<file path="config.mk">
export PLATFORM = sky130hd
export DESIGN_NAME = control_unit
export DESIGN_NICKNAME = d
export VERILOG_FILES = /design/src/rtl/ec_defs_pkg.sv /design/src/rtl/edge_detect.sv /design/src/rtl/control_unit.sv
export SDC_FILE = /design/constraint.sdc
export NUM_CORES = 1
export LEC_CHECK = 0
export CAP_MARGIN = 10
export CORE_AREA = 2 2 39 41
export CTS_CLUSTER_DIAMETER = 60
export DETAILED_ROUTE_END_ITERATION = 12
export DIE_AREA = 0 0 41 43
export DONT_BUFFER_PORTS = 1
export REMOVE_ABC_BUFFERS = 1
export SYNTH_ARGS = -nofsm -noshare
export SYNTH_HDL_FRONTEND = slang
export SYNTH_SLANG_ARGS = --single-unit
</file>
<file path="constraint.sdc">
create_clock -name clk -period 1.4 [get_ports clk]
set_input_delay 0.28 -clock clk [delete_from_list [all_inputs] [get_ports clk]]
set_output_delay 0.28 -clock clk [all_outputs]
set_load 0.02 [all_outputs]
</file>
<file path="src/rtl/ec_defs_pkg.sv">
// Shared definitions for the accumulator processor.
// Holds the opcode encodings, the controller state encodings and the A-register
// source-select encodings. The datapath, the controller and the bench all use it.
package ec_defs;

  // Opcode field IR[7:5]
  localparam logic [2:0] OP_LOAD  = 3'b000;
  localparam logic [2:0] OP_STORE = 3'b001;
  localparam logic [2:0] OP_ADD   = 3'b010;
  localparam logic [2:0] OP_SUB   = 3'b011;
  localparam logic [2:0] OP_INPUT = 3'b100;
  localparam logic [2:0] OP_JZ    = 3'b101;
  localparam logic [2:0] OP_JPOS  = 3'b110;
  localparam logic [2:0] OP_HALT  = 3'b111;

  // Execute states sit at 8 + opcode so decode is a plain concatenation.
  typedef enum logic [3:0] {
    S_START  = 4'd0,
    S_FETCH  = 4'd1,
    S_DECODE = 4'd2,
    S_LOAD   = 4'd8,
    S_STORE  = 4'd9,
    S_ADD    = 4'd10,
    S_SUB    = 4'd11,
    S_INPUT  = 4'd12,
    S_JZ     = 4'd13,
    S_JPOS   = 4'd14,
    S_HALT   = 4'd15
  } state_t;

  // Accumulator source select
  localparam logic [1:0] ASEL_ALU = 2'b00;
  localparam logic [1:0] ASEL_IN  = 2'b01;
  localparam logic [1:0] ASEL_MEM = 2'b10;

  // Execute state for a given opcode.
  function automatic state_t exec_state(input logic [2:0] op);
    return state_t'({1'b1, op});
  endfunction

endpackage

</file>
<file path="src/rtl/edge_detect.sv">
// Rising-edge detector for a synchronous level input (key press).
// Ports:
//   clk   - system clock
//   clear - synchronous active-high clear of the history register
//   d     - level input
//   pulse - d & ~q, high for the first cycle d is seen high after being low
module edge_detect (
  input  logic clk,
  input  logic clear,
  input  logic d,
  output logic pulse
);

  logic q;

  always_ff @(posedge clk) begin
    if (clear) begin
      q <= 1'b0;
    end else begin
      q <= d;
    end
  end

  assign pulse = d & ~q;

endmodule

</file>
<file path="src/rtl/control_unit.sv">
// Finite-state controller for the accumulator processor.
// Sequences fetch / decode / execute, waits on the Enter key for INPUT and parks
// in HALT until clear.
// Ports:
//   clk, clear     - clock and synchronous active-high reset
//   IR75           - opcode field from the instruction register
//   Aeq0, Apos     - accumulator status flags (zero, strictly positive)
//   Enter          - user key, synchronous level
//   IRload, PCload, IMPsel, MeminstSel, MemWr, Aload, Asel, ALUsub - datapath controls
//   Halt           - processor halted
//   State          - current state encoding, for debug
module control_unit
  import ec_defs::*;
(
  input  logic       clk,
  input  logic       clear,
  input  logic [2:0] IR75,
  input  logic       Aeq0,
  input  logic       Apos,
  input  logic       Enter,
  output logic       IRload,
  output logic       PCload,
  output logic       IMPsel,
  output logic       MeminstSel,
  output logic       MemWr,
  output logic       Aload,
  output logic [1:0] Asel,
  output logic       ALUsub,
  output logic       Halt,
  output logic [3:0] State
);

  state_t state_q, state_d;
  logic   enter_pulse;

  edge_detect u_enter_edge (
    .clk   (clk),
    .clear (clear),
    .d     (Enter),
    .pulse (enter_pulse)
  );

  always_ff @(posedge clk) begin
    if (clear) begin
      state_q <= S_START;
    end else begin
      state_q <= state_d;
    end
  end

  always_comb begin
    state_d    = state_q;
    IRload     = 1'b0;
    PCload     = 1'b0;
    IMPsel     = 1'b0;
    MeminstSel = 1'b0;
    MemWr      = 1'b0;
    Aload      = 1'b0;
    Asel       = ASEL_ALU;
    ALUsub     = 1'b0;
    Halt       = 1'b0;

    case (state_q)
      S_START: begin
        state_d = S_FETCH;
      end
      S_FETCH: begin
        IRload  = 1'b1;
        PCload  = 1'b1;
        state_d = S_DECODE;
      end
      S_DECODE: begin
        // Present the operand address a cycle early for the execute state.
        MeminstSel = 1'b1;
        state_d    = exec_state(IR75);
      end
      S_LOAD: begin
        MeminstSel = 1'b1;
        Asel       = ASEL_MEM;
        Aload      = 1'b1;
        state_d    = S_FETCH;
      end
      S_STORE: begin
        MeminstSel = 1'b1;
        MemWr      = 1'b1;
        state_d    = S_FETCH;
      end
      S_ADD: begin
        MeminstSel = 1'b1;
        Aload      = 1'b1;
        state_d    = S_FETCH;
      end
      S_SUB: begin
        MeminstSel = 1'b1;
        ALUsub     = 1'b1;
        Aload      = 1'b1;
        state_d    = S_FETCH;
      end
      S_INPUT: begin
        Asel = ASEL_IN;
        // Mealy load on the key edge; a concurrent clear suppresses it.
        if (enter_pulse && !clear) begin
          Aload   = 1'b1;
          state_d = S_FETCH;
        end
      end
      S_JZ: begin
        IMPsel  = 1'b1;
        PCload  = Aeq0;
        state_d = S_FETCH;
      end
      S_JPOS: begin
        IMPsel  = 1'b1;
        PCload  = Apos;
        state_d = S_FETCH;
      end
      S_HALT: begin
        Halt = 1'b1;
      end
      default: begin
        state_d = S_START;
      end
    endcase
  end

  assign State = state_q;

endmodule

</file>
==> impl_metrics.py, run 1 <==
metrics = {
    "logic_synthesis": {
        "ys_seq_elements": 5,
        "yosys-top-cells-area": "dfxtp_1 (29%), nand2b_1 (7.3%), nor2_1 (6.5%), a21oi_1 (5.8%), inv_1 (5.5%)",
        "synth_top_area_share": 0.291,
        "ys_warn_count": 0,
        "synthSimpleGateAreaFrac": 0.400,
        "synth_top_family_by_area": "simple AND/OR/NAND/NOR gates",
        "synthCells": 48,
        "synth_edf_count": 0,
        "ys_seq_area_frac": 0.291,
        "synth_compound_area_frac": 0.182,
        "synth_top_area_cell": "dfxtp_1",
        "ys_types": 23,
        "syn_avg_cell_area_um2": 7.17,
        "synthArstFlopShare": 0,
        "synth-main-ff-cell": "dfxtp_1",
        "synth_fa_ha_area_frac": 0,
        "synth_mux_area_frac": 0,
        "synth-xor-area-share": 0,
        "netlist_area_um2": 344,
    },
    "final_layout": {
        "ff_latch_area_um2": 105,
        "nNetsFinal": 74,
        "multi_input_area_um2": 238,
        "fin_util": 0.387,
        "layout-drive-gt1-share": 0.538,
        "diodes": 0,
        "n_fill_cell": 156,
        "final-instance-count-excl-fill": 81,
        "area_growth_pct": 55.6,
    },
    "worst_setup_path": {
        "crit_type": "reg -> out",
        "path_cells": "and2b_2 -> a2bb2oi_2 -> o21ai_1 -> buf_4",
        "slowest_delay_ns": 0.34,
        "reg2reg_slack_ns": 0.20,
        "worstPathRequired_ns": 1.12,
        "cp_data_arrival_time_ns": 1.17,
        "cpMaxStageDelayCell": "dfxtp_2",
        "worst_setup_path_start_kind": "flop",
        "endpoint_kind": "output port",
        "crit_path_max_fanout": 4,
    },
    "global_route": {
        "grt_pass1_wl_um": 1410,
        "first_global_vias": 364,
        "grt.total_usage": 0.118,
        "antenna_found_initial": 0,
        "grt_max_degree": 10,
        "grt_overflow": 0,
    },
    "detailed_routing": {
        "num_vias": 405,
        "drt-initial-drc-count": 5,
        "finalWirelength_um": 949,
        "routed_via_density": 5.00,
        "drtAntennaViolNets": 0,
        "drt_first_pass_iters": 4,
        "wl_per_cell_um": 11.7,
        "drc_errors": 0,
    },
    "power": {
        "leakage_uw": 0.000259,
        "vdd_drop_max_mv": 0.506,
        "p_per_area_nw_per_um2": 957,
    },
    "sta": {
        "max_clock_freq_ghz": 0.688,
        "fin_crit_ns": 1.45,
        "worstMarginPinSlew_ns": 0.219,
        "relSlewSlack": 0.852,
        "finClkSkew_ns": 0.00877,
        "grt_setup_unrepaired": "yes",
        "holdWs_ns": 0.0806,
        "finalWorstSetupSlack_ns": -0.0537,
        "hold_viol": 0,
        "post-route-period-util": 1.04,
        "report.final.slew_viol_count": 0,
        "setup_violations": 5,
    },
    "floorplan": {
        "core_um2": 1380,
        "fp-row-count": 14,
        "ioPinCount": 22,
        "dieArea_um2": 1760,
        "die_h_um": 43,
        "die_x_um": 41,
        "initial_utilization": 0.249,
    },
    "clock_tree": {
        "cts_tree": "built",
        "insertion_delay_ns": 0.26,
        "cts_buffer_depth": 2,
        "root_buffer": "clkbuf_4",
        "clk_pin_slew_ns": 0.05,
        "htree_levels": 1,
        "cts_made_buffers": 3,
        "clock_sinks": 5,
        "ctsHoldBuffers": 0,
    },
    "place": {
        "dp_cells": 73,
        "gp_congestion": 0.771,
        "portBuffers": 0,
        "dp_hpwl_um": 685,
    },
    "status": {
        "status": "finished, violations left",
        "violations": "setup timing",
    },
    "min_path": {
        "hp-class": "in -> reg",
    },
    "job": {
        "max-cap-violations": 0,
    },
}
-- power breakdown --
group	switching (µW)	total, µW	internal, µW
logic	92.0	168	76.5
registers	12.0	168	156
clock network	68.1	176	108
-- state kept, by name, summed over array words and instances (netlist names) --
name / flops
u_enter_edge.q: 1
State: 4
-- layer usage --
layer	vias up	GRT usage	part of all wire
met1	189	0.139	0.40
met2	18	0.172	0.48
met5	-	0	0
li1	194	-	-
met4	0	0.0800	0.036
met3	4	0.0366	0.084
-- cell families (layout without fill, tap and decap cells) --
logic type,Yosys count,in the layout
compound gates,10,10
buf+inv,9,26
flops,5,5
simple gates,24,24
-- path summary, 6_finish.rpt --
| check | startpoint | endpoint | depth (start not counted) |
|---|---|---|---|
| min reg2reg | State[2] | State[1] | 3 |
| max reg2reg | State[3] | State[0] | 3 |
| min | clear | State[1] | 1 |
| max | State[0] | PCload | 4 |
-- what timing repair did --
item                                    in CTS  in global routing
gates resized for setup                     12                  2
endpoints found under the setup margin      10                  9
pin swaps                                    3                  1
cloned                                       0                  0
buffers inserted                             3                  1
-- synth_stat cells (2+ instances only) --
| library cell | n |
|---|---|
| buf_4 | 2 |
| nor2_1 | 6 |
| nand2b_1 | 4 |
| nand2_1 | 3 |
| a21oi_1 | 4 |
| o21ai_0 | 2 |
| a31oi_1 | 2 |
| nor3_1 | 2 |
| dfxtp_1 | 5 |
| inv_1 | 5 |
-- layout make-up --
cell class / instances / area share
clock buffers: 4 / 0.0491
inverters: 5 / 0.0350
multi-input cells: 34 / 0.444
flip-flops and latches: 5 / 0.196
well taps: 16 / 0.0374
repair buffers: 17 / 0.238
-- critical path, delay by kind of cell, from the launching register on --
kind,cells,cell delay (ns)
and+or+nand+nor,1,0.25
DFF,1,0.34
buffers and inverters,1,0.15
AOI/OAI and AO/OA,2,0.18
-- through the flow --
step / setup slack (ns) / TNS [ns] / total power [µW] / cell area, µm²
2_1_floorplan: -0.234 / -0.493 / 254 / 319
3_3_place_gp: 0.146 / 0 / 299 / 437
3_5_place_dp: 0.102 / 0 / 301 / 437
4_1_cts: -0.0405 / -0.0927 / 508 / 520
5_1_grt: -0.0736 / -0.332 / 529 / 536
6_report: -0.0537 / -0.0999 / 512 / 536
-- cell usage in the layout (no fill, tap or decap) --
cell       netlist  final
buf_4            2     17
nor2_1           6      5
dfxtp_2          0      4
inv_1            5      4
nand2_1          3      3
clkbuf_4         0      3
nand2b_1         4      2
nand2b_4         0      2
a21oi_2          0      2
a31oi_1          2      2
a21oi_1          4      2
nand2_4          1      1
nor3_1           2      1
nor2b_2          1      1
nand3b_1         1      1
nor2_2           0      1
nor3_2           0      1
and2b_2          0      1
a2bb2oi_2        0      1
o21ai_1          0      1
nand4_1          1      1
inv_2            0      1
nand3_1          1      1
a2111o_1         1      1
nor3b_1          1      1
nor4b_1          1      1
and3_1           1      1
o21ai_0          2      1
clkbuf_1         0      1
dfxtp_1          5      1
No activity file was read; power rests on OpenSTA's default activity.
==> run 2: changes to the inputs <==
clock period = 1.7 ns   (was 1.4 ns; I/O delays follow)
==> run 2 against run 1 <==
Against the previous run:
- die area is the same
- routed wire length is 3.9% lower
- via count down 9.9%
- clock power decreased by 15%
- final area is 14% lower
- clock skew is 0.0020 ns lower
- highest routed layer unchanged
- the run now ends clean
- register-to-register slack better by 0.23 ns
- final cell count shrank 6.2%
==> impl_metrics.py, run 2 (same netlist as run 1, synthesis figures left out) <==
metrics = {
    "global_route": {
        "grt_pass1_wl_um": 1420,
        "grt_overflow": 0,
        "grt_max_degree": 10,
        "first_global_vias": 342,
        "grt.total_usage": 0.123,
        "antenna_found_initial": 0,
    },
    "sta": {
        "worstMarginPinSlew_ns": 0.288,
        "holdWs_ns": 0.149,
        "relSlewSlack": 0.807,
        "setup_violations": 0,
        "max_clock_freq_ghz": 0.616,
        "finClkSkew_ns": 0.00678,
        "finalWorstSetupSlack_ns": 0.0778,
        "hold_viol": 0,
        "fin_crit_ns": 1.62,
        "post-route-period-util": 0.954,
        "report.final.slew_viol_count": 0,
    },
    "final_layout": {
        "mostFrequentLayoutCells": "buf_4 (12), nor2_1 (6), dfxtp_1 (5), inv_1 (5), a21oi_1 (4)",
        "area_growth_pct": 33.5,
        "fin_util": 0.332,
        "layout-drive-gt1-share": 0.317,
        "nNetsFinal": 69,
        "layout_commonest_cell": "buf_4",
        "n_fill_cell": 160,
        "diodes": 0,
        "final_cell_area_um2": 459,
        "largest_reg_flops": 4,
    },
    "place": {
        "portBuffers": 0,
        "place_area_um2": 429,
        "gp_congestion": 0.769,
        "preCtsSetupSlack_ns": 0.343,
    },
    "detailed_routing": {
        "drc_errors": 0,
        "num_vias": 365,
        "finalWirelength_um": 912,
        "routed_via_density": 4.80,
        "wl_per_cell_um": 12.0,
        "drt_first_pass_iters": 4,
        "drt-initial-drc-count": 9,
        "drtAntennaViolNets": 0,
    },
    "floorplan": {
        "fp-row-count": 14,
        "core_um2": 1380,
        "initial_utilization": 0.249,
        "die_h_um": 43,
        "die_x_um": 41,
        "ioPinCount": 22,
        "dieArea_um2": 1760,
    },
    "worst_setup_path": {
        "timing.rr.end": "State[0]",
        "worstRegToRegCells": 3,
        "worstPathRequired_ns": 1.36,
        "endpoint_kind": "output port",
        "crit_path_max_fanout": 6,
        "worst_setup_path_start_kind": "flop",
        "crit_type": "reg -> out",
        "rr_startpoint": "State[3]",
        "reg2reg_slack_ns": 0.43,
        "cp_data_arrival_time_ns": 1.28,
    },
    "clock_tree": {
        "htree_levels": 1,
        "clk_pin_slew_ns": 0.05,
        "ctsHoldBuffers": 0,
        "insertion_delay_ns": 0.26,
        "cts_setup_buffers": 0,
        "cts_buffer_depth": 2,
        "cts.repair.resized": 0,
        "clock_sinks": 5,
        "cts_tree": "built",
        "root_buffer": "clkbuf_4",
        "cts_made_buffers": 3,
    },
    "min_path": {
        "min_path_cells": 1,
        "hold_path_startpoint": "clear",
        "hp-class": "in -> reg",
        "worstHoldEndpoint": "State[1]",
    },
    "power": {
        "p_per_area_nw_per_um2": 858,
        "leakage_uw": 0.000221,
        "total_power_uw": 394,
        "vdd_drop_max_mv": 0.313,
    },
    "status": {
        "status": "finished clean",
    },
    "job": {
        "max-cap-violations": 0,
    },
}
==> run 2: changes by cell type in the layout (fill, tap and decap cells not counted), moves of 2 or more <==
cell	previous run	this run
buf_4	17	12
a21oi_1	2	4
a21oi_2	2	0
dfxtp_1	1	5
dfxtp_2	4	0
nand2b_4	2	0
==> run 2: stage by stage <==
| step | std cells | TNS (ns) |
|---|---|---|
| floorplan | 44 | 0 |
| global placement | 72 | 0 |
| detailed placement | 72 | 0 |
| CTS | 76 | 0 |
| global route | 76 | -0.0195 |
| finish | 76 | 0 |
==> run 2: cell type report <==
cell class | instances | area [µm²] | share of cell area
clock buffers | 4 | 26.3 | 0.0572
inverters | 5 | 18.8 | 0.0409
multi-input cells | 34 | 204 | 0.444
flip-flops and latches | 5 | 100 | 0.218
well taps | 16 | 20.0 | 0.0436
repair buffers | 12 | 90.1 | 0.196
==> run 2: worst max path at each step <==
stage                     cells past startpoint      to  slack (ns)      from
after global placement                        4  PCload        0.39  State[1]
after CTS                                     4  PCload        0.06  State[1]
final                                         4  PCload        0.08  State[1]
after global routing                          4  PCload       -0.01  State[1]
after floorplan                               3  PCload       0.006  State[0]
after detailed placement                      4  PCload        0.34  State[1]
==> run 2: routing by layer <==
metal,vias to the layer above,GRT usage,routed length [µm]
met2,14,0.156,409
li1,184,-,-
met5,-,0,0
met3,5,0.0209,60
met4,0,0.120,48
met1,162,0.164,394
==> run 2: worst max-delay path: stages, from the launching register on <==
cell and delay, ns:
dfxtp_1 0.35, nand2b_2 0.23, a2bb2oi_1 0.14, o21ai_0 0.15, buf_4 0.16
==> run 2: power by group <==
group | leakage, µW | switching (µW) | internal, µW | total (µW)
Clock | 0.0000150 | 59.9 | 89.4 | 149
Combinational | 0.000165 | 65.1 | 42.9 | 108
Sequential | 0.0000412 | 10.4 | 126 | 137
==> run 3: changes to the inputs <==
CELL_PAD_IN_SITES_DETAIL_PLACEMENT = 1   (was not set)
CELL_PAD_IN_SITES_GLOBAL_PLACEMENT = 1   (was not set)
PLACE_DENSITY_LB_ADDON = 0.1   (was not set)
clock period = 2 ns   (was 1.7 ns; I/O delays follow)
==> run 3 against run 2 <==
Against the previous run:
- count of clock-buffer cells in the layout is the same
- clock skew shrank 0.0057 ns
- final area shrank 7.4%
- global-route usage grew 1.6 points
- power shrank 17%
- critical path type unchanged
- critical endpoint unchanged
- largest cell class unchanged
==> impl_metrics.py, run 3 (same netlist as run 1, synthesis figures left out) <==
metrics = {
    "power": {
        "vdd_drop_max_mv": 0.303,
        "p_per_area_nw_per_um2": 766,
        "leakage_uw": 0.000200,
        "total_power_uw": 326,
    },
    "worst_setup_path": {
        "cp_data_arrival_time_ns": 1.46,
        "reg2reg_slack_ns": 0.54,
        "worst_setup_path_start_kind": "flop",
        "path_cells": "nor2_1 -> nand2b_1 -> o21ai_0 -> buf_4",
        "crit_path_max_fanout": 10,
        "cpMaxStageDelayCell": "dfxtp_1",
        "endpoint_kind": "output port",
        "slowest_delay_ns": 0.64,
        "crit_type": "reg -> out",
        "worstPathRequired_ns": 1.60,
        "crit_family": "flip-flops",
        "path_buf_inv": 1,
    },
    "global_route": {
        "busiest_layer": "met2",
        "use_met3": 0.0524,
        "met1_usage": 0.174,
        "grt_overflow": 0,
        "grt_pass1_wl_um": 1660,
        "grt_max_degree": 11,
        "gr-usage-met2": 0.206,
        "grt.total_usage": 0.140,
        "first_global_vias": 373,
        "antenna_found_initial": 0,
    },
    "floorplan": {
        "die_h_um": 43,
        "die_x_um": 41,
        "core_um2": 1380,
        "ioPinCount": 22,
        "fp-row-count": 14,
        "dieArea_um2": 1760,
        "initial_utilization": 0.249,
    },
    "sta": {
        "holdWs_ns": 0.216,
        "finClkSkew_ns": 0.00106,
        "fin_crit_ns": 1.86,
        "relSlewSlack": 0.652,
        "grt_setup_unrepaired": "no",
        "worstMarginPinSlew_ns": 0.521,
        "setup_violations": 0,
        "report.final.slew_viol_count": 0,
        "hold_viol": 0,
        "post-route-period-util": 0.932,
        "max_clock_freq_ghz": 0.536,
        "tns_ns": 0,
    },
    "final_layout": {
        "layout-drive-gt1-share": 0.232,
        "layout_commonest_cell": "buf_4",
        "area_growth_pct": 23.6,
        "diodes": 0,
        "mostFrequentLayoutCells": "buf_4 (8), nor2_1 (6), dfxtp_1 (5), inv_1 (5)",
        "nNetsFinal": 65,
        "largest_reg_flops": 4,
    },
    "clock_tree": {
        "cts.repair.resized": 0,
        "clk_pin_slew_ns": 0.05,
        "cts_setup_buffers": 0,
        "cts_tree": "built",
        "insertion_delay_ns": 0.25,
        "htree_levels": 1,
        "root_buffer": "clkbuf_4",
        "cts_made_buffers": 3,
        "clock_sinks": 5,
        "cts_buffer_depth": 2,
        "ctsHoldBuffers": 0,
    },
    "detailed_routing": {
        "drc_errors": 0,
        "finalWirelength_um": 1040,
        "wl_per_cell_um": 14.5,
        "drtAntennaViolNets": 0,
        "drt_first_pass_iters": 2,
        "routed_via_density": 4.97,
        "drt-initial-drc-count": 5,
        "num_vias": 358,
    },
    "min_path": {
        "hp-class": "in -> reg",
    },
    "job": {
        "max-cap-violations": 0,
    },
    "place": {
        "gp_congestion": 0.692,
        "portBuffers": 0,
        "dp_hpwl_um": 829,
    },
    "status": {
        "status": "finished clean",
    },
}
## run 3: worst reg2reg max path, delay by kind of cell (launching register included)
kind / cells / cell delay, ns
DFF: 1 / 0.64
and+or+nand+nor: 2 / 0.26
AOI/OAI and AO/OA: 1 / 0.45
## run 3: final cells by class
class                   instances  area, µm²
inverters                       5       18.8
fillers                       178        958
clock buffers                   4       26.3
well taps                      16       20.0
repair buffers                  8       60.1
flip-flops and latches          5        100
multi-input cells              34        200
## run 3: per-layer routing
metal  wire length (µm)  share of wire
met1                425           0.41
met2                548           0.53
met3                 62          0.060
met4                  6         0.0058
met5                  0              0
## run 3: final timing paths
kind	endpoint	from	cells past startpoint
max reg2reg	State[0]	State[2]	3
min reg2reg	State[2]	u_enter_edge.q	3
max	PCload	State[2]	4
min	State[3]	clear	1
## run 3: stage by stage
| stage | util | cell area (µm²) | cells | worst slack, ns |
|---|---|---|---|---|
| floorplan | - | 319 | 44 | 0.246 |
| global placement | 0.288 | 399 | 68 | 0.440 |
| detailed placement | 0.288 | 399 | 68 | 0.394 |
| CTS | 0.307 | 425 | 72 | 0.121 |
| global route | 0.307 | 425 | 72 | 0.0155 |
| finish | 0.307 | 425 | 72 | 0.135 |
## run 3: power by group
| group | switching, µW | internal [µW] | total [µW] | leakage (µW) |
|---|---|---|---|---|
| combinational | 57.1 | 30.9 | 88.0 | 0.000143 |
| clock | 46.5 | 75.8 | 122 | 0.0000150 |
| sequential | 8.20 | 107 | 116 | 0.0000412 |
